### src/rtl/fractal_pkg.sv
// Definitions shared by the Julia-set calculator and the framebuffer scanout.
package fractal_pkg;

    localparam int IMG_W    = 640;
    localparam int IMG_H    = 480;
    localparam int MAX_ITER = 99;
    localparam int ITER_W   = 7;
    localparam int FB_WORDS = IMG_W * IMG_H;
    localparam int CNT_W    = 10;

    typedef struct packed {
        logic [7:0] r;
        logic [7:0] g;
        logic [7:0] b;
    } rgb_t;

endpackage

### src/rtl/fractal_scanout_vga_timing.sv
// Raster position counters plus the raw sync/active decode for the current position.
module vga_timing
    import fractal_pkg::*;
#(
    parameter int H_ACTIVE = 640,
    parameter int H_FP     = 16,
    parameter int H_SYNC   = 96,
    parameter int H_BP     = 48,
    parameter int V_ACTIVE = 480,
    parameter int V_FP     = 10,
    parameter int V_SYNC   = 2,
    parameter int V_BP     = 33
) (
    input  logic             clk,
    input  logic             rst_n,
    input  logic             enable,
    output logic [CNT_W-1:0] h_cnt,
    output logic [CNT_W-1:0] v_cnt,
    output logic             active,
    output logic             hs_raw,
    output logic             vs_raw,
    output logic             line_end,
    output logic             frame_end,
    output logic             swap_eval
);

    localparam logic [CNT_W-1:0] H_ACT  = CNT_W'(H_ACTIVE);
    localparam logic [CNT_W-1:0] H_LAST = CNT_W'(H_ACTIVE + H_FP + H_SYNC + H_BP - 1);
    localparam logic [CNT_W-1:0] HS_BEG = CNT_W'(H_ACTIVE + H_FP);
    localparam logic [CNT_W-1:0] HS_END = CNT_W'(H_ACTIVE + H_FP + H_SYNC);
    localparam logic [CNT_W-1:0] V_ACT  = CNT_W'(V_ACTIVE);
    localparam logic [CNT_W-1:0] V_LAST = CNT_W'(V_ACTIVE + V_FP + V_SYNC + V_BP - 1);
    localparam logic [CNT_W-1:0] VS_BEG = CNT_W'(V_ACTIVE + V_FP);
    localparam logic [CNT_W-1:0] VS_END = CNT_W'(V_ACTIVE + V_FP + V_SYNC);
    localparam logic [CNT_W-1:0] V_SWAP = CNT_W'(V_ACTIVE + V_FP);

    logic [CNT_W-1:0] h_q;
    logic [CNT_W-1:0] v_q;

    always_ff @(posedge clk or negedge rst_n) begin
        if (!rst_n) begin
            h_q <= '0;
            v_q <= '0;
        end else if (enable) begin
            if (line_end) begin
                h_q <= '0;
                v_q <= frame_end ? '0 : v_q + 1'b1;
            end else begin
                h_q <= h_q + 1'b1;
            end
        end
    end

    always_comb begin
        line_end  = (h_q == H_LAST);
        frame_end = line_end && (v_q == V_LAST);
        active    = (h_q < H_ACT) && (v_q < V_ACT);
        hs_raw    = !((h_q >= HS_BEG) && (h_q < HS_END));
        vs_raw    = !((v_q >= VS_BEG) && (v_q < VS_END));
        swap_eval = enable && (v_q == V_SWAP) && (h_q == '0);
    end

    assign h_cnt = h_q;
    assign v_cnt = v_q;

endmodule

### src/rtl/fractal_scanout.sv
// Framebuffer scanout: raster reads, escape-count colour map, VGA syncs and
// the vblank front/back buffer swap handshake.
module fractal_scanout
    import fractal_pkg::*;
#(
    parameter int H_ACTIVE = 640,
    parameter int H_FP     = 16,
    parameter int H_SYNC   = 96,
    parameter int H_BP     = 48,
    parameter int V_ACTIVE = 480,
    parameter int V_FP     = 10,
    parameter int V_SYNC   = 2,
    parameter int V_BP     = 33,
    parameter int ITER_W   = 7,
    parameter int MAX_ITER = 99,
    parameter int RD_LAT   = 2,
    parameter int ADDR_W   = 20
) (
    input  logic              clk,
    input  logic              rst_n,
    input  logic              enable,
    output logic              fb_rd_en,
    output logic [ADDR_W-1:0] fb_rd_addr,
    input  logic [ITER_W-1:0] fb_rd_data,
    input  logic              swap_req,
    output logic              swap_ack,
    output logic              front_buf,
    output logic              hsync,
    output logic              vsync,
    output logic              de,
    output logic [7:0]        r,
    output logic [7:0]        g,
    output logic [7:0]        b,
    output logic              frame_start
);

    localparam logic [ADDR_W-1:0] ROW_STEP  = ADDR_W'(H_ACTIVE);
    localparam logic [ADDR_W-1:0] BUF1_BASE = ADDR_W'(FB_WORDS);
    localparam logic [ITER_W-1:0] IN_SET    = ITER_W'(MAX_ITER);

    logic [CNT_W-1:0] h_cnt;
    logic [CNT_W-1:0] v_cnt;
    logic             active;
    logic             hs_raw;
    logic             vs_raw;
    logic             line_end;
    logic             frame_end;
    logic             swap_eval;

    vga_timing #(
        .H_ACTIVE (H_ACTIVE),
        .H_FP     (H_FP),
        .H_SYNC   (H_SYNC),
        .H_BP     (H_BP),
        .V_ACTIVE (V_ACTIVE),
        .V_FP     (V_FP),
        .V_SYNC   (V_SYNC),
        .V_BP     (V_BP)
    ) u_timing (
        .clk       (clk),
        .rst_n     (rst_n),
        .enable    (enable),
        .h_cnt     (h_cnt),
        .v_cnt     (v_cnt),
        .active    (active),
        .hs_raw    (hs_raw),
        .vs_raw    (vs_raw),
        .line_end  (line_end),
        .frame_end (frame_end),
        .swap_eval (swap_eval)
    );

    // Bit 0 is the read-issue stage; bit RD_LAT lines up with the returning data.
    logic [RD_LAT:0]   act_q;
    logic [RD_LAT:0]   hs_q;
    logic [RD_LAT:0]   vs_q;
    logic [RD_LAT:0]   first_q;
    logic [ADDR_W-1:0] addr_q;
    logic [ADDR_W-1:0] row_base_q;
    logic              front_q;
    logic              ack_q;
    logic              de_q;
    logic              hsync_q;
    logic              vsync_q;
    logic              fs_q;
    rgb_t              rgb_q;
    rgb_t              rgb_d;
    logic [7:0]        s8;

    always_comb begin
        s8    = 8'({fb_rd_data, 1'b0});
        rgb_d = '0;
        if (act_q[RD_LAT] && (fb_rd_data < IN_SET)) begin
            rgb_d.r = s8;
            rgb_d.g = 8'hFF - s8;
            rgb_d.b = {fb_rd_data[3:0], 4'h0};
        end
    end

    always_ff @(posedge clk or negedge rst_n) begin
        if (!rst_n) begin
            act_q      <= '0;
            hs_q       <= '1;
            vs_q       <= '1;
            first_q    <= '0;
            addr_q     <= '0;
            row_base_q <= '0;
            front_q    <= 1'b0;
            ack_q      <= 1'b0;
            de_q       <= 1'b0;
            hsync_q    <= 1'b1;
            vsync_q    <= 1'b1;
            fs_q       <= 1'b0;
            rgb_q      <= '0;
        end else begin
            act_q   <= {act_q[RD_LAT-1:0], enable && active};
            hs_q    <= {hs_q[RD_LAT-1:0], !enable || hs_raw};
            vs_q    <= {vs_q[RD_LAT-1:0], !enable || vs_raw};
            first_q <= {first_q[RD_LAT-1:0], enable && active && (h_cnt == '0) && (v_cnt == '0)};
            if (enable) begin
                addr_q <= row_base_q + ADDR_W'(h_cnt);
            end
            // Row base reloads at frame wrap, so a vblank swap takes effect on the next frame.
            if (enable && line_end) begin
                row_base_q <= frame_end ? (front_q ? BUF1_BASE : '0) : row_base_q + ROW_STEP;
            end
            ack_q <= swap_eval && swap_req;
            if (swap_eval && swap_req) begin
                front_q <= !front_q;
            end
            de_q    <= act_q[RD_LAT];
            hsync_q <= hs_q[RD_LAT];
            vsync_q <= vs_q[RD_LAT];
            fs_q    <= first_q[RD_LAT];
            rgb_q   <= rgb_d;
        end
    end

    assign fb_rd_en    = act_q[0];
    assign fb_rd_addr  = addr_q;
    assign swap_ack    = ack_q;
    assign front_buf   = front_q;
    assign hsync       = hsync_q;
    assign vsync       = vsync_q;
    assign de          = de_q;
    assign r           = rgb_q.r;
    assign g           = rgb_q.g;
    assign b           = rgb_q.b;
    assign frame_start = fs_q;

endmodule
### config.mk
export PLATFORM = sky130hd
export DESIGN_NAME = fractal_scanout
export DESIGN_NICKNAME = d
export VERILOG_FILES = /design/src/rtl/fractal_pkg.sv /design/src/rtl/fractal_scanout_vga_timing.sv /design/src/rtl/fractal_scanout.sv
export SDC_FILE = /design/constraint.sdc
export NUM_CORES = 1
export LEC_CHECK = 0
export ABC_CLOCK_PERIOD_IN_PS = 3750
export CAP_MARGIN = 20
export CORE_ASPECT_RATIO = 1.4
export CORE_MARGIN = 3
export CORE_UTILIZATION = 58
export DETAILED_ROUTE_END_ITERATION = 8
export GPL_ROUTABILITY_DRIVEN = 0
export PLACE_DENSITY = 0.86
export REMOVE_ABC_BUFFERS = 1
export SLEW_MARGIN = 30
export SYNTH_ARGS = -nofsm -noshare
export SYNTH_HDL_FRONTEND = slang
export SYNTH_SLANG_ARGS = --single-unit
### constraint.sdc
create_clock -name clk -period 3.75 [get_ports clk]
set_input_delay 0.75 -clock clk [delete_from_list [all_inputs] [get_ports clk]]
set_output_delay 0.75 -clock clk [all_outputs]
set_load 0.01 [all_outputs]
==> results of run 1 <==
-- metal layers --
| layer | global-route usage [%] | up-vias | routed length [µm] |
|---|---|---|---|
| li1 | - | 1450 | - |
| met1 | 30.0 | 1528 | 3580 |
| met2 | 39.3 | 151 | 4520 |
| met3 | 4.40 | 26 | 600 |
| met4 | 9.72 | 0 | 215 |
| met5 | 0 | - | 0 |
-- layout make-up --
type / count / area [µm²] / share of cell area [%]
flip-flops and latches: 86 / 2160 / 45.2
inverters: 14 / 52.6 / 1.10
repair buffers: 58 / 577 / 12.0
clock inverters: 6 / 45.0 / 0.941
clock buffers: 10 / 138 / 2.87
multi-input cells: 258 / 1700 / 35.5
well taps: 92 / 115 / 2.40
-- flip-flops by register name, indices dropped and copies added, names as in the netlist --
signal,flops
fb_rd_addr,20
row_base_q,13
u_timing.h_cnt,10
u_timing.v_cnt,10
g,8
r,4
act_q,3
b,3
first_q,3
hs_q,3
vs_q,3
de,1
frame_start,1
front_buf,1
hsync,1
swap_ack,1
vsync,1
-- cell usage after synthesis (3+ instances only) --
cell and n:
dfrtp_1 78, nor2_1 26, nand2_1 23, nand3_1 19, a21oi_1 18, nand4_1 17
o21ai_0 17, xnor2_1 15, and3_1 14, inv_1 14, buf_4 11, nor3_1 10
clkbuf_1 9, ha_1 9, dfstp_2 8, xor2_1 8, a22o_1 7, buf_2 7
mux2_2 7, and2_1 6, o221ai_1 5, and4_1 4, nor2b_1 4, nor4_1 4
o31a_1 4, a2111oi_0 3, a21o_1 3, a31oi_1 3, buf_1 3
-- kinds of logic (layout without fill, tap and decap cells) --
group,Yosys count,after routing,share of synthesized area [%]
AOI/OAI and AO/OA,71,71,11.7
muxes,8,8,2.18
adders and majority gates,9,9,2.77
DFF,86,86,53.1
buffers and inverters,45,88,5.57
and+or+nand+nor,141,141,19.6
other,1,6,0.0922
xor gates and xnor gates,23,23,4.95
-- stage by stage --
stage,hold WS (ns),instances
2_1_floorplan,0.331,358
3_3_place_gp,0.336,508
3_5_place_dp,0.340,508
4_1_cts,0.358,524
5_1_grt,0.362,524
6_report,0.354,524
-- worst register-to-register path: cells and delay by family, from the launching register on --
family	cells	cell delay, ns
AND/OR/NAND/NOR	3	1.35
AO/OA/AOI/OAI	1	0.21
flip-flops	1	0.58
-- worst paths after layout --
path / from / end / slack, ns / depth (start not counted)
worst max-delay path: enable / row_base_q[9]$_DFFE_PN0P_ / 1.23 / 5
worst min-delay path: first_q[1]$_DFF_PN0_ / first_q[2]$_DFF_PN0_ / 0.35 / 0
worst max register to register: u_timing.h_cnt[4]$_DFFE_PN0P_ / row_base_q[9]$_DFFE_PN0P_ / 1.55 / 4
worst min register to register: first_q[1]$_DFF_PN0_ / first_q[2]$_DFF_PN0_ / 0.35 / 0
max in group asynchronous: rst_n / fb_rd_addr[8]$_DFFE_PN0P_ / 2.81 / 1
min in group asynchronous: rst_n / fb_rd_addr[2]$_DFFE_PN0P_ / 0.43 / 1
-- power by group --
group          internal (mW)  leakage (nW)  switching (mW)
combinational          0.130         0.968           0.117
sequential             0.983          1.08          0.0829
clock                  0.262        0.0853           0.339
total                   1.38          2.13           0.539
==> metrics.cfg, run 1 <==
[pwr]
worst_ir_drop_vdd_mv=0.199
leakage_nw=2.13
power_mw=1.91
power.density_nw_per_um2=400

[floorplan]
dieArea_um2=8070
die_y_um=105
fp.coreArea_um2=6700
num_rows=35
initial_core_util_pct=60.7
fp.dieW_um=76.8
io-pin-count=62

[timing]
tightest_slew_ns=0.751
setup_slack_ns=1.23
fin_crit_sh_pct=67.1
maxSlewHeadroom_pct=49.9
fmax_mhz=397
skew_ns=0.0114
hold_viol_final=0
fin_crit_ns=2.52
rsz0062_at_grt=false
setup_violations=0
setup_tns_ns=0
finalMaxSlewViolations=0

[cts]
cts.clk_slew.worst_paths_ns=0.08
clock_sinks=86
cts_resized=0
cts_setup_buffers=0
cts_hold_buf=0
clockRootBuffer=clkbuf_8
max-clock-path-buffers=2
clock_latency_ns=0.36
numCtsBuffers=9
htree_levels=3
cts_tree=done

[cells_and_area]
mostFrequentLayoutCell=dfrtp_1
fin_util_pct=71.5
fillCellCount=493
final_nets=447
final_cell_mix=dfrtp_1, clkdlybuf4s50_1, nor2_1, nand2_1, nand3_1
fin_area_um2=4790
drive_above_1_share_pct=9.26
area_delta_synth_final_pct=17.7
diodes=0

[drt]
drt-initial-drc-count=300
antenna_left=0
drc=0
viasPerCell=6.02
wl_per_cell_um=17.0
drt-pass1-iter-count=5
totalWireLength_um=8920
vias=3155

[yosys]
netlist_instances=384
synth.ff_latch_count=86
synth_edf_count=0
ys.flop_type=dfrtp_1
synth_area_um2=4070
synth_area_leaders=dfrtp_1, dfstp_2, xnor2_1
yosys_warnings=0
synth-async-reset-ratio_pct=100
yosysUniqueCellTypes=51
yosysTopAreaCellShare_pct=48.0
ys_seq_area_share_pct=53.1
synth_top_area_cell=dfrtp_1
avgSynthCellArea_um2=10.6

[run]
cap_violations=0

[place]
place_ws_ns=0.864
portBuffers=56
dp_hpwl_um=6050
place_area_um2=4610

[worst_hold_path]
hold_path_class=flop to flop

[status]
status=complete, no violations

[setup_path]
critical_path_required_ns=4.05
cp_cell_sequence=clkdlybuf4s50_1 > nand4_4 > or4b_4 > nor2_1 > a22o_1
crit_path_end_kind=flop
cpPeakStageDelay_ns=0.65
path_buf_inv=1
crit_family=simple AND/OR/NAND/NOR gates
crit_type=input port to flop
cp_max_fo=21
critPathArrivalTime_ns=2.82
start_kind=input port
slowest_stage=or4b_4

[global_routing]
grt_usage_pct=23.6
grt_overflow=0
grt_pass1_wl_um=15200
grt_antenna_before_repair=0
grt_pass1_vias=3123
grt_start_max_net_pins=87

Note: power is estimated with default switching activity, not from simulation.
==> run 2, diff against run 1 <==
--- a/config.mk
+++ b/config.mk
@@ -5,14 +5,14 @@
 export SDC_FILE = /design/constraint.sdc
 export NUM_CORES = 1
 export LEC_CHECK = 0
-export ABC_CLOCK_PERIOD_IN_PS = 3750
+export ABC_CLOCK_PERIOD_IN_PS = 2200
 export CAP_MARGIN = 20
 export CORE_ASPECT_RATIO = 1.4
 export CORE_MARGIN = 3
-export CORE_UTILIZATION = 58
+export CORE_UTILIZATION = 49
 export DETAILED_ROUTE_END_ITERATION = 8
 export GPL_ROUTABILITY_DRIVEN = 0
-export PLACE_DENSITY = 0.86
+export PLACE_DENSITY = 0.77
 export REMOVE_ABC_BUFFERS = 1
 export SLEW_MARGIN = 30
 export SYNTH_ARGS = -nofsm -noshare
==> constraint.sdc (replaced) <==
create_clock -name clk -period 2.2 [get_ports clk]
set_input_delay 0.44 -clock clk [delete_from_list [all_inputs] [get_ports clk]]
set_output_delay 0.44 -clock clk [all_outputs]
set_load 0.01 [all_outputs]
==> run 2 against run 1 <==
Compared with the run above:
- clock power is 91% higher
- sequential share of layout area is 2.0 points lower
- cell area is 4.7% higher
- total power is 78% higher
- worst hold slack worse by 0.27 ns
- register-to-register slack worse by 1.4 ns
- setup slack worse by 1.1 ns
- global-route usage is 4.2 points lower
- routed wire length is 1.9% lower
- sequential power is 66% higher
- critical path type unchanged
==> metrics.cfg, run 2 (synthesis results as in run 1) <==
[status]
status=complete, no violations

[setup_path]
r2r_cells=5  ; +1
cp_max_fo=13  ; -38%
crit_path_end_kind=flop
critical_path_required_ns=2.44  ; -1.61 ns
critPathArrivalTime_ns=2.26  ; -0.56 ns
slowest_stage=clkdlybuf4s50_1
cp_cell_sequence=clkdlybuf4s50_1 > nand4_4 > or4b_4 > buf_4 > a21oi_1 > o21ai_0
start_kind=input port
crit_type=input port to flop
cpPeakStageDelay_ns=0.63  ; -0.02 ns

[timing]
maxSlewHeadroom_pct=64.0  ; +14 points
fin_crit_sh_pct=92.0
hold_viol_final=0  ; unchanged
fmax_mhz=494
setup_violations=0  ; unchanged
tightest_slew_ns=0.540  ; -0.211 ns
setup_tns_ns=0  ; unchanged
finalMaxSlewViolations=0  ; unchanged
fin_crit_ns=2.02
skew_ns=0.0110  ; -0.000328 ns
setup_slack_ns=0.176  ; -1.06 ns
rsz0062_at_grt=false

[cts]
htree_levels=3  ; unchanged
cts_hold_buf=0  ; unchanged
clockRootBuffer=clkbuf_8
cts_tree=done
cts_resized=0  ; unchanged
clock_latency_ns=0.37  ; about the same
cts_setup_buffers=0  ; unchanged
numCtsBuffers=9  ; unchanged
max-clock-path-buffers=2  ; unchanged
cts.clk_slew.worst_paths_ns=0.09  ; about the same
clock_sinks=86  ; unchanged

[drt]
totalWireLength_um=8750  ; -1.9%
drc=0  ; unchanged
antenna_left=0  ; unchanged
vias=3141  ; -0.44%
wl_per_cell_um=15.7  ; -7.5%
drt-initial-drc-count=205  ; -32%
viasPerCell=5.65  ; -6.2%
drt-pass1-iter-count=4  ; -1

[place]
dp_hpwl_um=6420  ; +6.2%
place_inst=540  ; +6.3%
place_ws_ns=-0.189  ; -1.05 ns
portBuffers=56  ; unchanged

[floorplan]
fp.dieW_um=83.0  ; +8.1%
die_y_um=114  ; +8.3%
num_rows=38  ; +8.6%
dieArea_um2=9450  ; +17%
fp.coreArea_um2=7890  ; +18%
io-pin-count=62  ; unchanged
initial_core_util_pct=51.6  ; -9.2 points

[run]
cap_violations=0  ; unchanged

[worst_hold_path]
hold_path_class=input port to async pin

[cells_and_area]
layout.cells.non_filler=556  ; +6.1%
drive_above_1_share_pct=14.0  ; +4.8 points
final_cell_mix=dfrtp_1, clkdlybuf4s50_1, nor2_1, buf_4, nand2_1
ff_latch_area_um2=2160  ; unchanged
largest_reg_flops=20  ; unchanged
area_delta_synth_final_pct=23.2
fillCellCount=632  ; +28%
diodes=0  ; unchanged
fin_util_pct=63.5  ; -8.0 points
multiInputGateArea_um2=1700  ; about the same
final_nets=471  ; +5.4%
mostFrequentLayoutCell=dfrtp_1

[global_routing]
grt_pass1_vias=3070  ; -1.7%
grt_start_max_net_pins=87  ; unchanged
grt_overflow=0  ; unchanged
grt_usage_pct=19.4  ; -4.2 points
grt_pass1_wl_um=14600  ; -3.9%
grt_antenna_before_repair=0  ; unchanged

[pwr]
power.density_nw_per_um2=682  ; +71%
leakage_nw=2.27  ; +6.4%
worst_ir_drop_vdd_mv=0.559  ; +180%

-- run 2: changes by cell type in the layout (fill, tap and decap cells not counted), sizes merged --
| cell | previous run | this run |
|---|---|---|
| clkinvlp | 3 | 1 |
| clkbuf | 10 | 9 |
| bufinv | 0 | 1 |
| buf | 3 | 27 |
| clkinv | 1 | 2 |
| inv | 16 | 17 |
-- run 2: worst paths after layout --
kind	startpoint	to	slack, ns
setup / recovery	enable	row_base_q[10]$_DFFE_PN0P_	0.18
hold reg to reg	act_q[1]$_DFF_PN0_	act_q[2]$_DFF_PN0_	0.36
min in group clk	act_q[1]$_DFF_PN0_	act_q[2]$_DFF_PN0_	0.36
max in group asynchronous	rst_n	g[2]$_DFF_PN0_	1.76
hold / removal	rst_n	frame_start$_DFF_PN0_	0.08
setup reg to reg	u_timing.h_cnt[9]$_DFFE_PN0P_	fb_rd_addr[16]$_DFFE_PN0P_	0.18
-- run 2: stage by stage --
| stage | cell area [µm²] | total power [mW] | hold slack, ns |
|---|---|---|---|
| floorplan | 3910 | 2.03 | 0.144 |
| global placement | 4800 | 2.28 | 0.332 |
| detailed placement | 4800 | 2.31 | 0.341 |
| CTS | 5010 | 3.45 | 0.0976 |
| global route | 5010 | 3.58 | 0.112 |
| finish | 5010 | 3.42 | 0.0832 |
-- run 2: area by class of cell --
class	count	area share [%]
well taps	100	2.50
multi-input cells	258	33.9
inverters	14	1.05
clock inverters	7	1.62
clock buffers	9	2.47
repair buffers	82	15.3
flip-flops and latches	86	43.1
-- run 2: worst max-delay path, delay by kind of cell --
kind                   cells  cell delay (ns)
AO/OA/AOI/OAI              2             0.24
buffers and inverters      2             0.84
AND/OR/NAND/NOR            2             0.73
-- run 2: routing by layer --
metal | share of wire [%] | track usage (%)
met2 | 51 | 33.6
met4 | 2.4 | 9.49
met5 | 0 | 0
met1 | 42 | 22.9
met3 | 4.2 | 4.05
-- run 2: report_power, final --
| group | switching, mW | total [mW] | internal, mW |
|---|---|---|---|
| clock | 0.607 | 1.15 | 0.540 |
| sequential | 0.108 | 1.78 | 1.68 |
| combinational | 0.236 | 0.485 | 0.248 |
| total | 0.951 | 3.42 | 2.47 |
